$ cat src/rtl/freq_calc_pkg.sv
// Shared definitions for the frequency calculator.
//  - fc_state_e : controller state encoding (IDLE/MUL/DIV/DONE)
//  - F_BASE_DEF : default reference clock frequency in Hz
//  - prod_w/dvd_w : width of fx_cnt*F_BASE and of the rounded dividend
package freq_calc_pkg;

    typedef enum logic [1:0] {
        ST_IDLE = 2'd0,
        ST_MUL  = 2'd1,
        ST_DIV  = 2'd2,
        ST_DONE = 2'd3
    } fc_state_e;

    localparam int F_BASE_DEF = 100_000_000;

    // Bits needed to hold cnt * f_base without loss.
    function automatic int prod_w(input int cnt_w, input int f_base);
        return cnt_w + $clog2(f_base + 1);
    endfunction

    // One extra bit so the rounding addend can never overflow the product.
    function automatic int dvd_w(input int cnt_w, input int f_base);
        return prod_w(cnt_w, f_base) + 1;
    endfunction

endpackage

$ cat src/rtl/freq_calc_div.sv
// Unsigned radix-2 restoring divider, one quotient bit per clock.
// Ports:
//  clk_i, rst_ni      clock, asynchronous active-low reset
//  start_i            loads dividend/divisor on this edge and starts N_W steps
//  dividend_i         N_W-bit dividend
//  divisor_i          D_W-bit divisor (must be non-zero)
//  busy_o             high while iterating
//  done_o             high during the cycle whose closing edge computes the
//                     last quotient bit; quotient/remainder are final from the
//                     following cycle and hold until the next start
//  quotient_o         N_W-bit quotient
//  remainder_o        D_W-bit remainder
module div_restoring #(
    parameter int N_W = 60,
    parameter int D_W = 32
) (
    input  logic           clk_i,
    input  logic           rst_ni,
    input  logic           start_i,
    input  logic [N_W-1:0] dividend_i,
    input  logic [D_W-1:0] divisor_i,
    output logic           busy_o,
    output logic           done_o,
    output logic [N_W-1:0] quotient_o,
    output logic [D_W-1:0] remainder_o
);
    localparam int CW = $clog2(N_W + 1);

    // Dividend bits shift out of the top of acc while quotient bits shift in
    // at the bottom, so after N_W steps acc holds the quotient.
    logic [N_W-1:0] acc_q, acc_d;
    logic [D_W-1:0] dvs_q;
    logic [D_W-1:0] rem_q, rem_d;
    logic [CW-1:0]  cnt_q;
    logic           run_q;
    logic [D_W:0]   rem_sh_s;
    logic           ge_s;

    // One restoring step: shift in the next dividend bit, subtract if it fits.
    always_comb begin
        rem_sh_s = {rem_q, acc_q[N_W-1]};
        ge_s     = (rem_sh_s >= {1'b0, dvs_q});
        if (ge_s) begin
            rem_d = D_W'(rem_sh_s - {1'b0, dvs_q});
        end else begin
            rem_d = rem_sh_s[D_W-1:0];
        end
        acc_d = {acc_q[N_W-2:0], ge_s};
    end

    // Operand load on start, then one step per clock until the count expires.
    always_ff @(posedge clk_i or negedge rst_ni) begin
        if (!rst_ni) begin
            acc_q <= '0;
            dvs_q <= '0;
            rem_q <= '0;
            cnt_q <= '0;
            run_q <= 1'b0;
        end else if (start_i) begin
            acc_q <= dividend_i;
            dvs_q <= divisor_i;
            rem_q <= '0;
            cnt_q <= CW'(N_W);
            run_q <= 1'b1;
        end else if (run_q) begin
            acc_q <= acc_d;
            rem_q <= rem_d;
            cnt_q <= cnt_q - CW'(1);
            if (cnt_q == CW'(1)) begin
                run_q <= 1'b0;
            end
        end
    end

    assign busy_o      = run_q;
    assign done_o      = run_q && (cnt_q == CW'(1));
    assign quotient_o  = acc_q;
    assign remainder_o = rem_q;

endmodule

$ cat src/rtl/freq_calc.sv
// Converts an equal-precision gate result into a frequency in Hz:
//   freq_out = fx_cnt * F_BASE / fbase_cnt   (optionally rounded)
// Fixed latency of DVD_W+2 cycles (2 cycles when fbase_cnt == 0).
// Ports:
//  sysclk, reset   clock, asynchronous active-low reset
//  meas_valid      1-cycle strobe: fx_cnt/fbase_cnt hold a new gate result
//  fx_cnt          signal edges counted during the gate
//  fbase_cnt       reference edges counted during the gate
//  busy            1 from the accept edge until freq_valid
//  freq_valid      1-cycle strobe: freq_out and flags updated
//  freq_out        frequency in Hz, held until the next result
//  err_div0        last result had fbase_cnt == 0
//  ovf             last quotient did not fit OUT_W and was saturated
//  overrun         sticky: meas_valid seen while busy; cleared on next accept
module freq_calc
    import freq_calc_pkg::*;
#(
    parameter int CNT_W  = 32,
    parameter int F_BASE = F_BASE_DEF,
    parameter int OUT_W  = 32,
    parameter int ROUND  = 0
) (
    input  logic             sysclk,
    input  logic             reset,
    input  logic             meas_valid,
    input  logic [CNT_W-1:0] fx_cnt,
    input  logic [CNT_W-1:0] fbase_cnt,
    output logic             busy,
    output logic             freq_valid,
    output logic [OUT_W-1:0] freq_out,
    output logic             err_div0,
    output logic             ovf,
    output logic             overrun
);
    localparam int               DVD_W    = dvd_w(CNT_W, F_BASE);
    localparam logic [DVD_W-1:0] F_BASE_C = DVD_W'(F_BASE);

    fc_state_e        state_q;
    logic [CNT_W-1:0] fx_q, fbase_q;
    logic             busy_q, valid_q, div0_q, ovf_q, overrun_q;
    logic [OUT_W-1:0] freq_q;

    logic [DVD_W-1:0] round_add_s, dividend_s, quo_s;
    logic [CNT_W-1:0] div_rem_s;
    logic             div_start_s, div_done_s, div_busy_s, sat_s;

    // The product is registered by the divider's operand load in the MUL cycle.
    assign round_add_s = (ROUND != 0) ? DVD_W'(fbase_q >> 1) : {DVD_W{1'b0}};
    assign dividend_s  = DVD_W'(fx_q) * F_BASE_C + round_add_s;
    assign div_start_s = (state_q == ST_MUL) && (fbase_q != {CNT_W{1'b0}});
    assign sat_s       = |quo_s[DVD_W-1:OUT_W];

    div_restoring #(
        .N_W(DVD_W),
        .D_W(CNT_W)
    ) u_div (
        .clk_i      (sysclk),
        .rst_ni     (reset),
        .start_i    (div_start_s),
        .dividend_i (dividend_s),
        .divisor_i  (fbase_q),
        .busy_o     (div_busy_s),
        .done_o     (div_done_s),
        .quotient_o (quo_s),
        .remainder_o(div_rem_s)
    );

    // Controller FSM with registered outputs; any request outside IDLE only
    // raises overrun and never disturbs the calculation in flight.
    always_ff @(posedge sysclk or negedge reset) begin
        if (!reset) begin
            state_q   <= ST_IDLE;
            fx_q      <= '0;
            fbase_q   <= '0;
            busy_q    <= 1'b0;
            valid_q   <= 1'b0;
            freq_q    <= '0;
            div0_q    <= 1'b0;
            ovf_q     <= 1'b0;
            overrun_q <= 1'b0;
        end else begin
            valid_q <= 1'b0;
            if (meas_valid && (state_q != ST_IDLE)) begin
                overrun_q <= 1'b1;
            end
            case (state_q)
                ST_IDLE: begin
                    if (meas_valid) begin
                        fx_q      <= fx_cnt;
                        fbase_q   <= fbase_cnt;
                        busy_q    <= 1'b1;
                        overrun_q <= 1'b0;
                        state_q   <= ST_MUL;
                    end
                end
                ST_MUL: begin
                    state_q <= (fbase_q == {CNT_W{1'b0}}) ? ST_DONE : ST_DIV;
                end
                ST_DIV: begin
                    if (div_done_s) begin
                        state_q <= ST_DONE;
                    end
                end
                ST_DONE: begin
                    busy_q  <= 1'b0;
                    valid_q <= 1'b1;
                    state_q <= ST_IDLE;
                    if (fbase_q == {CNT_W{1'b0}}) begin
                        freq_q <= {OUT_W{1'b1}};
                        div0_q <= 1'b1;
                        ovf_q  <= 1'b0;
                    end else if (sat_s) begin
                        freq_q <= {OUT_W{1'b1}};
                        div0_q <= 1'b0;
                        ovf_q  <= 1'b1;
                    end else begin
                        freq_q <= quo_s[OUT_W-1:0];
                        div0_q <= 1'b0;
                        ovf_q  <= 1'b0;
                    end
                end
                default: begin
                    state_q <= ST_IDLE;
                end
            endcase
        end
    end

    assign busy       = busy_q;
    assign freq_valid = valid_q;
    assign freq_out   = freq_q;
    assign err_div0   = div0_q;
    assign ovf        = ovf_q;
    assign overrun    = overrun_q;

endmodule

$ cat config.mk
export PLATFORM = sky130hd
export DESIGN_NAME = freq_calc
export DESIGN_NICKNAME = d
export VERILOG_FILES = /design/src/rtl/freq_calc_pkg.sv /design/src/rtl/freq_calc_div.sv /design/src/rtl/freq_calc.sv
export SDC_FILE = /design/constraint.sdc
export NUM_CORES = 1
export LEC_CHECK = 0
export CAP_MARGIN = 20
export CORE_AREA = 2 2 222 202
export DETAILED_ROUTE_END_ITERATION = 16
export DIE_AREA = 0 0 224 204
export PLACE_DENSITY = 0.78
export SKIP_CTS_REPAIR_TIMING = 1
export SLEW_MARGIN = 0
export SYNTH_ARGS = -nofsm -noshare
export SYNTH_HDL_FRONTEND = slang
export SYNTH_SLANG_ARGS = --single-unit
$ cat constraint.sdc
create_clock -name sysclk -period 10.65 [get_ports sysclk]
set_input_delay 1.5975 -clock sysclk [delete_from_list [all_inputs] [get_ports sysclk]]
set_output_delay 1.5975 -clock sysclk [all_outputs]
set_load 0.01 [all_outputs]
After elaboration in Yosys (flattened, before gate mapping) --
Cells that the tools add are included.
Word-level totals: word-level logic and storage cells 62, register bits after elaboration 234, input bits 67
Operators by class: eq/ne operators 6, reduce and logical (&&, ||, !) cells 13, add/sub/neg operators 2, multiplexer cells 25, $lt $le $gt $ge 1, multiply operators 1
Operator list (count):
- 32-bit 2-to-1 mux | 5
- 60-bit 2-to-1 mux | 2
- 32-bit by 19-bit multiplier with 51-bit output, second input constant | 1
- 33-bit by 32-bit >= comparator with 1-bit output | 1
- 32-bit zero test | 1
- 32-bit nonzero test | 1
- 32-bit subtractor | 1
- 28-bit OR reduction | 1
- 1-bit 2-to-1 mux | 12
- 6-bit 2-to-1 mux | 2
- 2-bit one-hot mux with 4 select lines | 1
- 6-bit by 1-bit == test with 1-bit output, second input constant | 1
- 2-bit AND reduction | 3
- 2-bit nonzero test | 3
- 6-bit by 1-bit subtractor with 6-bit output, second input constant | 1
- 2-bit == test, second input constant | 2
- 2-bit 2-to-1 mux | 2
- 2-bit inequality test, second input constant | 2
- 1-bit logical AND | 3
- 2-bit by 1-bit == test with 1-bit output, second input constant | 1
- 2-bit zero test | 1
- 1-bit one-hot mux with 2 select lines | 1

Longest topological paths before layout --
Gate-level depths: netlist of the first run.
word-level depth 5, mapped depth 23, mapped depth without buffers 22

Cells and area by module --
From an unflattened synthesis of the first run, not the netlist that was laid out.
Second synthesis, totals: cells, all modules 2361, area, all modules 23761.5 um2
By module, submodules not included:
- freq_calc | instances 1, area an instance 15852.7 um2, sequential area each 2577.5 um2, cells each 1477
- div_restoring | instances 1, area an instance 7908.8 um2, sequential area each 3278.1 um2, cells each 884

Worst setup path after synthesis of the first run --
Ideal clock, no wire load.
path kind reg2reg, start register fx_q[5], end register u_div.acc_q[52] (netlist: u_div.quotient_o[52]), stages on the path, launching flop included 21, required time 10573 ps, setup slack 4706 ps, setup time 77 ps, buffers on the path 0, data arrival time 5868 ps, cell sequence dfrtp_1 > inv_1 > fa_1 > fa_1 > inv_1 > fa_1 > fa_1 > fa_1 > inv_1 > fa_1 > inv_1 > ha_1 > o21a_4 > o211ai_4 > a2111oi_4 > o31a_4 > a41oi_4 > o41ai_2 > a221oi_2 > xor2_1 > o21ai_1
On the way: word-level cells in the longest chain between the ends 2
Ends and longest elaborated chain:
- start, declared | RTL line freq_calc.sv:39 | logic [CNT_W-1:0] fx_q, fbase_q;
- start signal, assigned | RTL line freq_calc.sv:89 | fx_q <= fx_cnt;
- 32-bit by 19-bit multiplier with 51-bit output | RTL line freq_calc.sv:49 | assign dividend_s = DVD_W'(fx_q) * F_BASE_C + round_add_s;
- 60-bit 2-to-1 mux | RTL line freq_calc_div.sv:59 | end else if (start_i) begin
- end signal, assigned | RTL line freq_calc_div.sv:60 | acc_q <= dividend_i;
- end, declared | RTL line freq_calc_div.sv:31 | logic [N_W-1:0] acc_q, acc_d;
No other way between the ends. A chain may end at the register's enable or synchronous reset.

Worst setup path in the final report of the first run --
start register fx_q[7], end register u_div.acc_q[55] (netlist: u_div.quotient_o[55])
The elaborated chain is that of the path after synthesis.

==> flow_summary_export.csv, run 1 <==
group,metric,value,unit
cts,cts.sinks,234,
routing,viasPerCell,5.60,
worst_setup_path,timing.rr.end,"u_div.quotient_o[55]",
sta,setup_tns,0,ps
synthesis,postSynthRegisterBits,234,
cts,h_tree_lvl_count,1,
place,gp_congestion,0.925,
synthesis,dominantRegCellSynth,"dfrtp_1",
place,place.port_buffers,103,
global_route,grt_max_degree,117,
sta,fmax,153,MHz
place,detailed_place_hpwl,41.7,mm
worst_setup_path,cp-start-kind,"flop",
synthesis,yosys.cell_types.count,79,
worst_setup_path,worst-endpoint-arrival,6990,ps
sta,slew_viol_final,0,
synthesis,cells_after_synth,2341,
global_route,globalRouteOverflowTotal,0,
synthesis,ys_async_sr_fraction,1.00,
sta,tightestPinTransition,1100,ps
routing,first_iter_violations,1156,
finish,layout.filler_cells,3647,
sta,timing.slew.headroom,0.268,
worst_hold_path,worst_hold_path.endpoint,"u_div.dvs_q[30]",
routing,antenna_violating_nets_post_route,0,
run,cap_violations,0,
sta,setup-violations-final,0,
cts,tritoncts_clock_tree,"done",
finish,post-route-util,0.600,
die,dieArea,45700,um^2
cts,max-clock-path-buffers,3,
die,die_x,224,um
worst_hold_path,min-delay-start,"fbase_q[30]",
die,placeable_area,43600,um^2
worst_hold_path,min_delay_path_depth,2,
sta,min_period_over_period,0.615,
global_route,number_of_global_route_vias_before_repair,17641,
worst_setup_path,worst_r2r_path_depth,20,
sta,fin_worst_skew,14.9,ps
routing,post_drt_wl_per_cell,17.8,um
sta,grt_setup_unrepaired,"no",
cts,number_of_buffers_added_by_the_clock_tree_synthesis_step,28,
global_route,grt_antenna_before_repair,0,
finish,flow.area_growth_from_synthesis,10.9,%
finish,antenna-diode-count,0,
finish,multi_input_comb_area,15800,um^2
global_route,grt_first_pass_wirelength,90.6,mm
routing,drtPass1Iterations,5,
synthesis,synth_seq_area_share,0.248,
synthesis,avgSynthCellArea,10.1,um^2
synthesis,synthesis.yosys.warnings,0,
die,die_height,204,um
worst_setup_path,required,11090,ps
cts,path_clk_slew,70,ps
worst_setup_path,critPathMaxFanout,10,
finish,post_route_cells_drive_above_1_share,0.0688,
sta,report.final.hold_viol_count,0,
finish,regArea,5860,um^2
global_route,grt_util_all_layers,0.246,
finish,num-nets-final,3004,
worst_setup_path,end_kind,"flop",
synthesis,synthesis.area,23600,um^2
routing,detail_route.drc_violations,0,
synthesis,synth_fp_nets,2941,
worst_hold_path,hold_path_class,"reg -> reg",
die,rows,73,
routing,wl,53.2,mm
die,starting_density_of_the_core,0.541,
outcome,run_status,"finished, final reports clean",
die,ios,104,
routing,vias,16743,
worst_setup_path,reg_to_reg_startpoint,"fx_q[7]",
worst_setup_path,crit_type,"reg -> reg",
synthesis,synth-edff-count,0,
cts,clock_tree_root,"clkbuf_16",
sta,layout_min_cycle_time,6550,ps
cts,clock_latency_on_the_worst_skew_pair,590,ps
worst_setup_path,reg2reg_setup_slack,4100,ps
metal layers:
metal  routed length, um  global-route usage
met5                   0                   0
met4                1590              0.0676
met3                2690              0.0359
met2               24700               0.404
met1               24300               0.343
area by class of cell:
class | instances | share of cell area
clock buffers | 39 | 0.0310
multi-input cells | 1592 | 0.604
clock inverters | 13 | 0.00870
inverters | 434 | 0.0623
repair buffers | 114 | 0.0435
flip-flops and latches | 234 | 0.224
well taps | 562 | 0.0269
cells in the mapped netlist, drive strengths merged (9+ instances only):
cell type,instances,share of area
a211oi,14,0.0045
a21o,68,0.022
a21oi,100,0.022
a31oi,31,0.0085
and3,13,0.0034
buf,18,0.0043
clkbuf,63,0.010
dfrtp,234,0.25
fa,268,0.23
ha,265,0.14
inv,434,0.069
mux2,75,0.036
mux2i,59,0.025
nand2,165,0.026
nand3,20,0.0042
nand4,25,0.0072
nor2,69,0.011
nor2b,13,0.0034
nor3,17,0.0036
nor4,20,0.0056
o211ai,9,0.0034
o21a,11,0.0038
o21ai,131,0.028
o21bai,10,0.0032
o22a,33,0.012
xnor2,38,0.014
xor2,56,0.021
layout by cell type (no fill, tap or decap), types with 8 or more instances in the layout:
cell type / count
fa_1: 268
xor2_1: 56
ha_1: 265
nor4_1: 19
buf_4: 9
o21bai_1: 10
a21oi_1: 97
o22a_1: 33
clkbuf_16: 28
o21ai_0: 118
o21a_1: 10
nor3_1: 17
a21o_1: 67
and3_1: 13
nand2_1: 163
o21ai_1: 12
mux2_2: 75
nor2b_1: 12
o211ai_1: 8
dfrtp_1: 233
a211oi_1: 14
a31oi_1: 30
nand2b_1: 8
nor2_1: 69
inv_1: 434
nand4_1: 23
xnor2_1: 38
nand3_1: 20
clkdlybuf4s50_1: 102
mux2i_1: 59
per-stage QoR:
step	cell area [um^2]	setup WS [ps]	cells	hold slack, ps
finish	26200	4100	2988	499
global route	26200	3620	2988	523
CTS	26100	4110	2986	504
detailed placement	25100	4140	2934	491
global placement	25100	4300	2934	476
floorplan	23600	4710	2341	450
worst max-delay path by stage:
stage | start | to | slack [ps] | cells after the start
final | fx_q[7] | u_div.quotient_o[55] | 4100 | 20
after global routing | fx_q[6] | u_div.quotient_o[55] | 3620 | 20
after CTS | fx_q[5] | u_div.quotient_o[55] | 4110 | 20
after detailed placement | fx_q[5] | u_div.quotient_o[55] | 4140 | 20
after global placement | fx_q[6] | u_div.quotient_o[55] | 4300 | 20
after floorplan | fx_q[5] | u_div.quotient_o[52] | 4710 | 20
cells by family (layout without fill, tap and decap cells):
logic type,after synthesis,count (layout),share of synthesized area
adder cells (fa/ha/maj),533,533,0.368
flip-flops,234,234,0.248
XOR/XNOR,94,94,0.0349
multiplexers,134,134,0.0608
buffers and inverters,515,600,0.0834
AND/OR/NAND/NOR,374,374,0.0745
AO/OA/AOI/OAI,457,457,0.130
critical path: stages (launching register included):
cell      delay, ps
dfrtp_1         590
inv_1           200
fa_1            490
fa_1            500
inv_1            60
fa_1            510
fa_1            530
fa_1            550
inv_1            50
fa_1            520
inv_1            40
ha_1            410
and3_1          290
nand3_1         110
a211oi_1        260
a211o_1         260
a21oi_2         110
o41ai_2         470
a41oi_1         210
xor2_1          160
o21ai_1          70
registers in the layout (all words and copies together) (netlist names), named ones only:
register / cells
busy: 1
state_q: 2
fbase_q: 32
fx_q: 32
err_div0: 1
u_div.cnt_q: 6
freq_out: 32
u_div.remainder_o: 32
u_div.busy_o: 1
u_div.quotient_o: 60
ovf: 1
freq_valid: 1
u_div.dvs_q: 32
Power of run 1 is left out: the tool's default activity adds up to more than one toggle a clock period on the data nets, which glitch-free logic cannot reach.
==> run 2: changes to the inputs <==
--- a/config.mk
+++ b/config.mk
@@ -9,7 +9,7 @@
 export CORE_AREA = 2 2 222 202
 export DETAILED_ROUTE_END_ITERATION = 16
 export DIE_AREA = 0 0 224 204
-export PLACE_DENSITY = 0.78
+export PLACE_DENSITY = 0.81
 export SKIP_CTS_REPAIR_TIMING = 1
 export SLEW_MARGIN = 0
 export SYNTH_ARGS = -nofsm -noshare
==> constraint.sdc (replaced) <==
create_clock -name sysclk -period 5.3 [get_ports sysclk]
set_input_delay 0.795 -clock sysclk [delete_from_list [all_inputs] [get_ports sysclk]]
set_output_delay 0.795 -clock sysclk [all_outputs]
set_load 0.01 [all_outputs]
==> run 2 against run 1 <==
  * The flow now finishes with violations (negative setup slack)
  * Worst setup slack lost 4800 ps
  * Critical path type unchanged
  * Maximum frequency grew 8.8%
  * Register-to-register slack lost 4800 ps
  * Largest cell class unchanged
  * Hold slack lost 250 ps
  * Die area is the same
  * Critical path depth grew 1
==> flow_summary_export.csv, run 2 (same netlist as run 1, synthesis figures left out) <==
group,metric,value,unit
sta,fmax,166,MHz
die,starting_density_of_the_core,0.541,
sta,timing.slew.headroom,0.318,
global_route,grt_first_pass_wirelength,99.4,mm
routing,top_layer_used,"met4",
cts,cts.sinks,234,
finish,layout.cells.most_common,"inv_1",
global_route,number_of_global_route_vias_before_repair,19526,
place,detailed_place_hpwl,46.9,mm
worst_setup_path,crit_type,"reg -> reg",
finish,final_area,29500,um^2
global_route,grt_util_all_layers,0.270,
finish,flow.area_growth_from_synthesis,25.2,%
finish,post_route_cells_drive_above_1_share,0.240,
finish,layout_common_cells,"393 x inv_1, 280 x buf_4, 253 x fa_1, 228 x ha_1, 211 x dfrtp_1",
worst_setup_path,critPathMaxFanout,6,
routing,wl_met1,26.4,mm
finish,post-route-util,0.678,
place,place.port_buffers,103,
routing,vias,18367,
sta,tightestPinTransition,1020,ps
run,cap_violations,0,
sta,slew_viol_final,0,
sta,grt_setup_unrepaired,"yes",
worst_setup_path,timing.rr.end,"u_div.quotient_o[47]",
die,rows,73,
sta,min_period_over_period,1.14,
sta,fin_worst_skew,37.4,ps
global_route,globalRouteOverflowTotal,0,
finish,antenna-diode-count,0,
die,dieArea,45700,um^2
outcome,run_status,"complete, but fails checks",
routing,viasPerCell,5.59,
finish,largest_register_ffs,60,
place,gp_congestion,0.932,
sta,layout_min_cycle_time,6020,ps
cts,clock_tree_root,"clkbuf_16",
routing,post_drt_wl_per_cell,18.6,um
place,placed_area,27400,um^2
routing,wl_met3,2.56,mm
routing,drtPass1Iterations,8,
die,placeable_area,43600,um^2
die,die_x,224,um
cts,max-clock-path-buffers,3,
worst_setup_path,worst_r2r_path_depth,21,
routing,first_iter_violations,1315,
worst_setup_path,required,5790,ps
routing,detail_route.drc_violations,0,
finish,num-nets-final,3304,
cts,tritoncts_clock_tree,"done",
cts,clock_latency_on_the_worst_skew_pair,600,ps
die,ios,104,
worst_setup_path,cp-start-kind,"flop",
worst_hold_path,hold_path_class,"in -> async",
sta,report.final.hold_viol_count,0,
sta,setup_ws,-723,ps
worst_setup_path,worst-endpoint-arrival,6510,ps
worst_setup_path,reg2reg_setup_slack,-720,ps
worst_setup_path,reg_to_reg_startpoint,"fx_q[5]",
routing,met2WireLength,30.2,mm
routing,antenna_violating_nets_post_route,0,
global_route,grt_antenna_before_repair,0,
cts,number_of_buffers_added_by_the_clock_tree_synthesis_step,28,
outcome,violations,"negative setup slack",
sta,setup-violations-final,31,
routing,wl,61.0,mm
finish,finish.cell_count_without_fillers,3288,
cts,path_clk_slew,80,ps
place,dpl.cell_count,3198,
cts,h_tree_lvl_count,1,
die,die_height,204,um
worst_setup_path,end_kind,"flop",
global_route,grt_max_degree,106,
-- run 2: cell types whose count changed in the layout (fill, tap and decap cells not counted), sizes merged --
cell,before,now
buf,12,312
clkinv,4,10
clkbuf,39,34
bufinv,5,4
inv,436,437
clkinvlp,2,1
-- run 2: metal layers --
metal | vias to the layer above | track usage
li1 | 8511 | -
met1 | 9256 | 0.364
met2 | 482 | 0.464
met3 | 118 | 0.0312
met4 | 0 | 0.0774
met5 | - | 0
-- run 2: through the flow --
| stage | setup slack, ps | setup TNS [ps] | hold slack [ps] |
|---|---|---|---|
| after floorplan | -225 | -1100 | 450 |
| after global placement | -431 | -8190 | 482 |
| after detailed placement | -555 | -11160 | 486 |
| after CTS | -605 | -12220 | 281 |
| after global routing | -889 | -18550 | 310 |
| final | -723 | -13580 | 249 |
-- run 2: area by class of cell --
type | count | area, um^2
Multi-Input combinational cell | 1592 | 16700
Clock inverter | 18 | 259
Fill cell | 3117 | 14000
Clock buffer | 34 | 773
Sequential cell | 234 | 5890
Tap cell | 562 | 703
Inverter | 434 | 1640
Timing Repair Buffer | 414 | 3560
-- run 2: worst max-delay path, cell delays in order, from the launching register on --
cell,delay (ps)
dfrtp_2,450
inv_4,70
fa_1,500
fa_1,520
inv_2,50
fa_1,510
fa_1,540
fa_1,560
inv_2,50
fa_1,540
inv_2,50
ha_4,300
and3_4,200
nand3_2,70
a211oi_2,160
a211o_1,270
a21oi_4,100
o41ai_4,410
buf_4,190
xor2_1,170
nand2_1,70
o21ai_1,140
-- run 2: worst max path at each step --
stage / startpoint / endpoint / slack (ps) / cells after the start
finish: fx_q[5] / u_div.quotient_o[47] / -720 / 21
floorplan: fx_q[10] / u_div.quotient_o[52] / -220 / 21
global route: fx_q[5] / u_div.quotient_o[47] / -890 / 21
global placement: fx_q[6] / u_div.quotient_o[49] / -430 / 19
CTS: fx_q[6] / u_div.quotient_o[55] / -610 / 20
detailed placement: fx_q[6] / u_div.quotient_o[55] / -550 / 20
Power of run 2 is left out for the same reason.
==> run 3: changes to the inputs <==
--- a/config.mk
+++ b/config.mk
@@ -9,7 +9,7 @@
 export CORE_AREA = 2 2 222 202
 export DETAILED_ROUTE_END_ITERATION = 16
 export DIE_AREA = 0 0 224 204
-export PLACE_DENSITY = 0.81
+export PLACE_DENSITY = 0.76
 export SKIP_CTS_REPAIR_TIMING = 1
 export SLEW_MARGIN = 0
 export SYNTH_ARGS = -nofsm -noshare
==> run 3 against run 2 <==
  * The flow still finishes with violations (negative setup slack)
  * Routed wire length shrank 2.8%
  * Critical endpoint is now u_div.quotient_o[57]
  * Non-clock buffer count grew 6
  * Critical path type unchanged
  * Final cell count grew 0.12%
  * Highest routed layer unchanged
==> flow_summary_export.csv, run 3 (same netlist as run 1, synthesis figures left out) <==
group,metric,value,unit
global_route,number_of_global_route_vias_before_repair,18856,
finish,largest_register_ffs,60,
place,place.port_buffers,103,
routing,post_drt_wl_per_cell,18.0,um
finish,layout.cells.most_common,"inv_1",
sta,layout_min_cycle_time,5790,ps
die,die_x,224,um
place,dpl.cell_count,3199,
run,cap_violations,0,
cts,max-clock-path-buffers,3,
sta,timing.slew.headroom,0.301,
sta,setup_ws,-491,ps
global_route,globalRouteOverflowTotal,0,
die,rows,73,
die,dieArea,45700,um^2
routing,drtPass1Iterations,7,
sta,fmax,173,MHz
cts,clock_latency_on_the_worst_skew_pair,590,ps
place,gp_congestion,0.889,
die,placeable_area,43600,um^2
worst_setup_path,critPathMaxFanout,7,
sta,slew_viol_final,0,
worst_setup_path,cp-start-kind,"flop",
cts,number_of_buffers_added_by_the_clock_tree_synthesis_step,27,
finish,num-nets-final,3309,
routing,detail_route.drc_violations,0,
finish,layout_common_cells,"389 x inv_1, 285 x buf_4, 244 x fa_1, 210 x dfrtp_1, 206 x ha_1",
cts,tritoncts_clock_tree,"done",
cts,cts.sinks,234,
finish,flow.area_growth_from_synthesis,26.3,%
routing,antenna_violating_nets_post_route,0,
finish,post_route_cells_drive_above_1_share,0.254,
sta,fin_worst_skew,22.4,ps
routing,vias,18066,
worst_setup_path,crit_top_cell,"fa_1",
sta,setup-violations-final,28,
global_route,grt_util_all_layers,0.260,
worst_hold_path,hold_path_class,"in -> async",
routing,viasPerCell,5.49,
place,detailed_place_hpwl,45.7,mm
outcome,violations,"negative setup slack",
worst_setup_path,slowest_stage,"fa_2",
worst_setup_path,end_kind,"flop",
worst_setup_path,cp_cell_sequence,"inv_4 > fa_1 > inv_1 > ha_4 > a21o_1 > fa_2 > fa_1 > fa_1 > inv_1 > fa_1 > inv_1 > ha_4 > nand2_1 > buf_4 > nor3_4 > a41oi_4 > o31a_4 > buf_12 > o41ai_4 > xnor2_1 > o21ai_1",
cts,path_clk_slew,60,ps
place,pre_cts_ws,-626,ps
cts,clock_tree_root,"clkbuf_16",
die,ios,104,
outcome,run_status,"complete, but fails checks",
cts,h_tree_lvl_count,1,
die,starting_density_of_the_core,0.541,
die,die_height,204,um
worst_setup_path,worst-endpoint-arrival,6230,ps
sta,report.final.hold_viol_count,0,
finish,post-route-util,0.684,
sta,hold-worst-slack,173,ps
sta,grt_setup_unrepaired,"yes",
routing,wl,59.3,mm
global_route,grt_max_degree,124,
global_route,grt_antenna_before_repair,0,
worst_setup_path,critical-path-max-stage-delay,590,ps
sta,min_period_over_period,1.09,
worst_setup_path,required,5740,ps
worst_setup_path,crit_type,"reg -> reg",
finish,finish.cell_count_without_fillers,3292,
global_route,grt_first_pass_wirelength,95.4,mm
sta,tightestPinTransition,1050,ps
routing,first_iter_violations,1115,
finish,antenna-diode-count,0,
## run 3: cell count changes in the layout (fill, tap and decap cells not counted), moves of 4 or more
cell     before  now
inv_1       393  389
buf_4       280  285
ha_4         31   50
a21oi_2      17   22
ha_1        228  206
a21oi_1      77   73
fa_1        253  244
fa_2         15   24
## run 3: layout make-up
type | instances | area (um^2)
multi-input combinational | 1592 | 17000
tap | 562 | 703
fill | 3180 | 13800
sequential | 234 | 5890
timing repair buffer | 420 | 3610
clock buffer | 33 | 728
inverter | 434 | 1640
clock inverter | 17 | 224
## run 3: metal layers
metal  routed length (um)  up-vias  GRT usage
li1                     -     8518          -
met1                26700     9068      0.363
met2                28800      373      0.438
met3                 2130      107     0.0260
met4                 1730        0     0.0676
met5                    0        -          0
## run 3: final timing paths
kind | from | end | slack [ps] | cells past startpoint
setup / recovery | fx_q[7] | u_div.quotient_o[57] | -490 | 21
hold reg to reg | u_div.dvs_q[0] | u_div.dvs_q[0] | 490 | 2
setup reg to reg | fx_q[7] | u_div.quotient_o[57] | -490 | 21
min in group sysclk | u_div.dvs_q[0] | u_div.dvs_q[0] | 490 | 2
hold / removal | reset | fx_q[16] | 170 | 1
max in group asynchronous | reset | u_div.busy_o | 3940 | 2
## run 3: per-stage QoR
stage	TNS (ps)	instance area, um^2
after floorplan	-1100	24000
after global placement	-9260	27500
after detailed placement	-11750	27500
after CTS	-13040	28400
after global routing	-14930	29800
final	-9010	29800
## run 3: worst max-delay path, delay by kind of cell, from the launching register on
family	cells	cell delay, ps
xor gates and xnor gates	1	170
and+or+nand+nor	2	310
DFF	1	470
AOI/OAI and AO/OA	5	1060
adders and majority gates	7	3040
buffers and inverters	6	590
Power of run 3 is left out for the same reason.
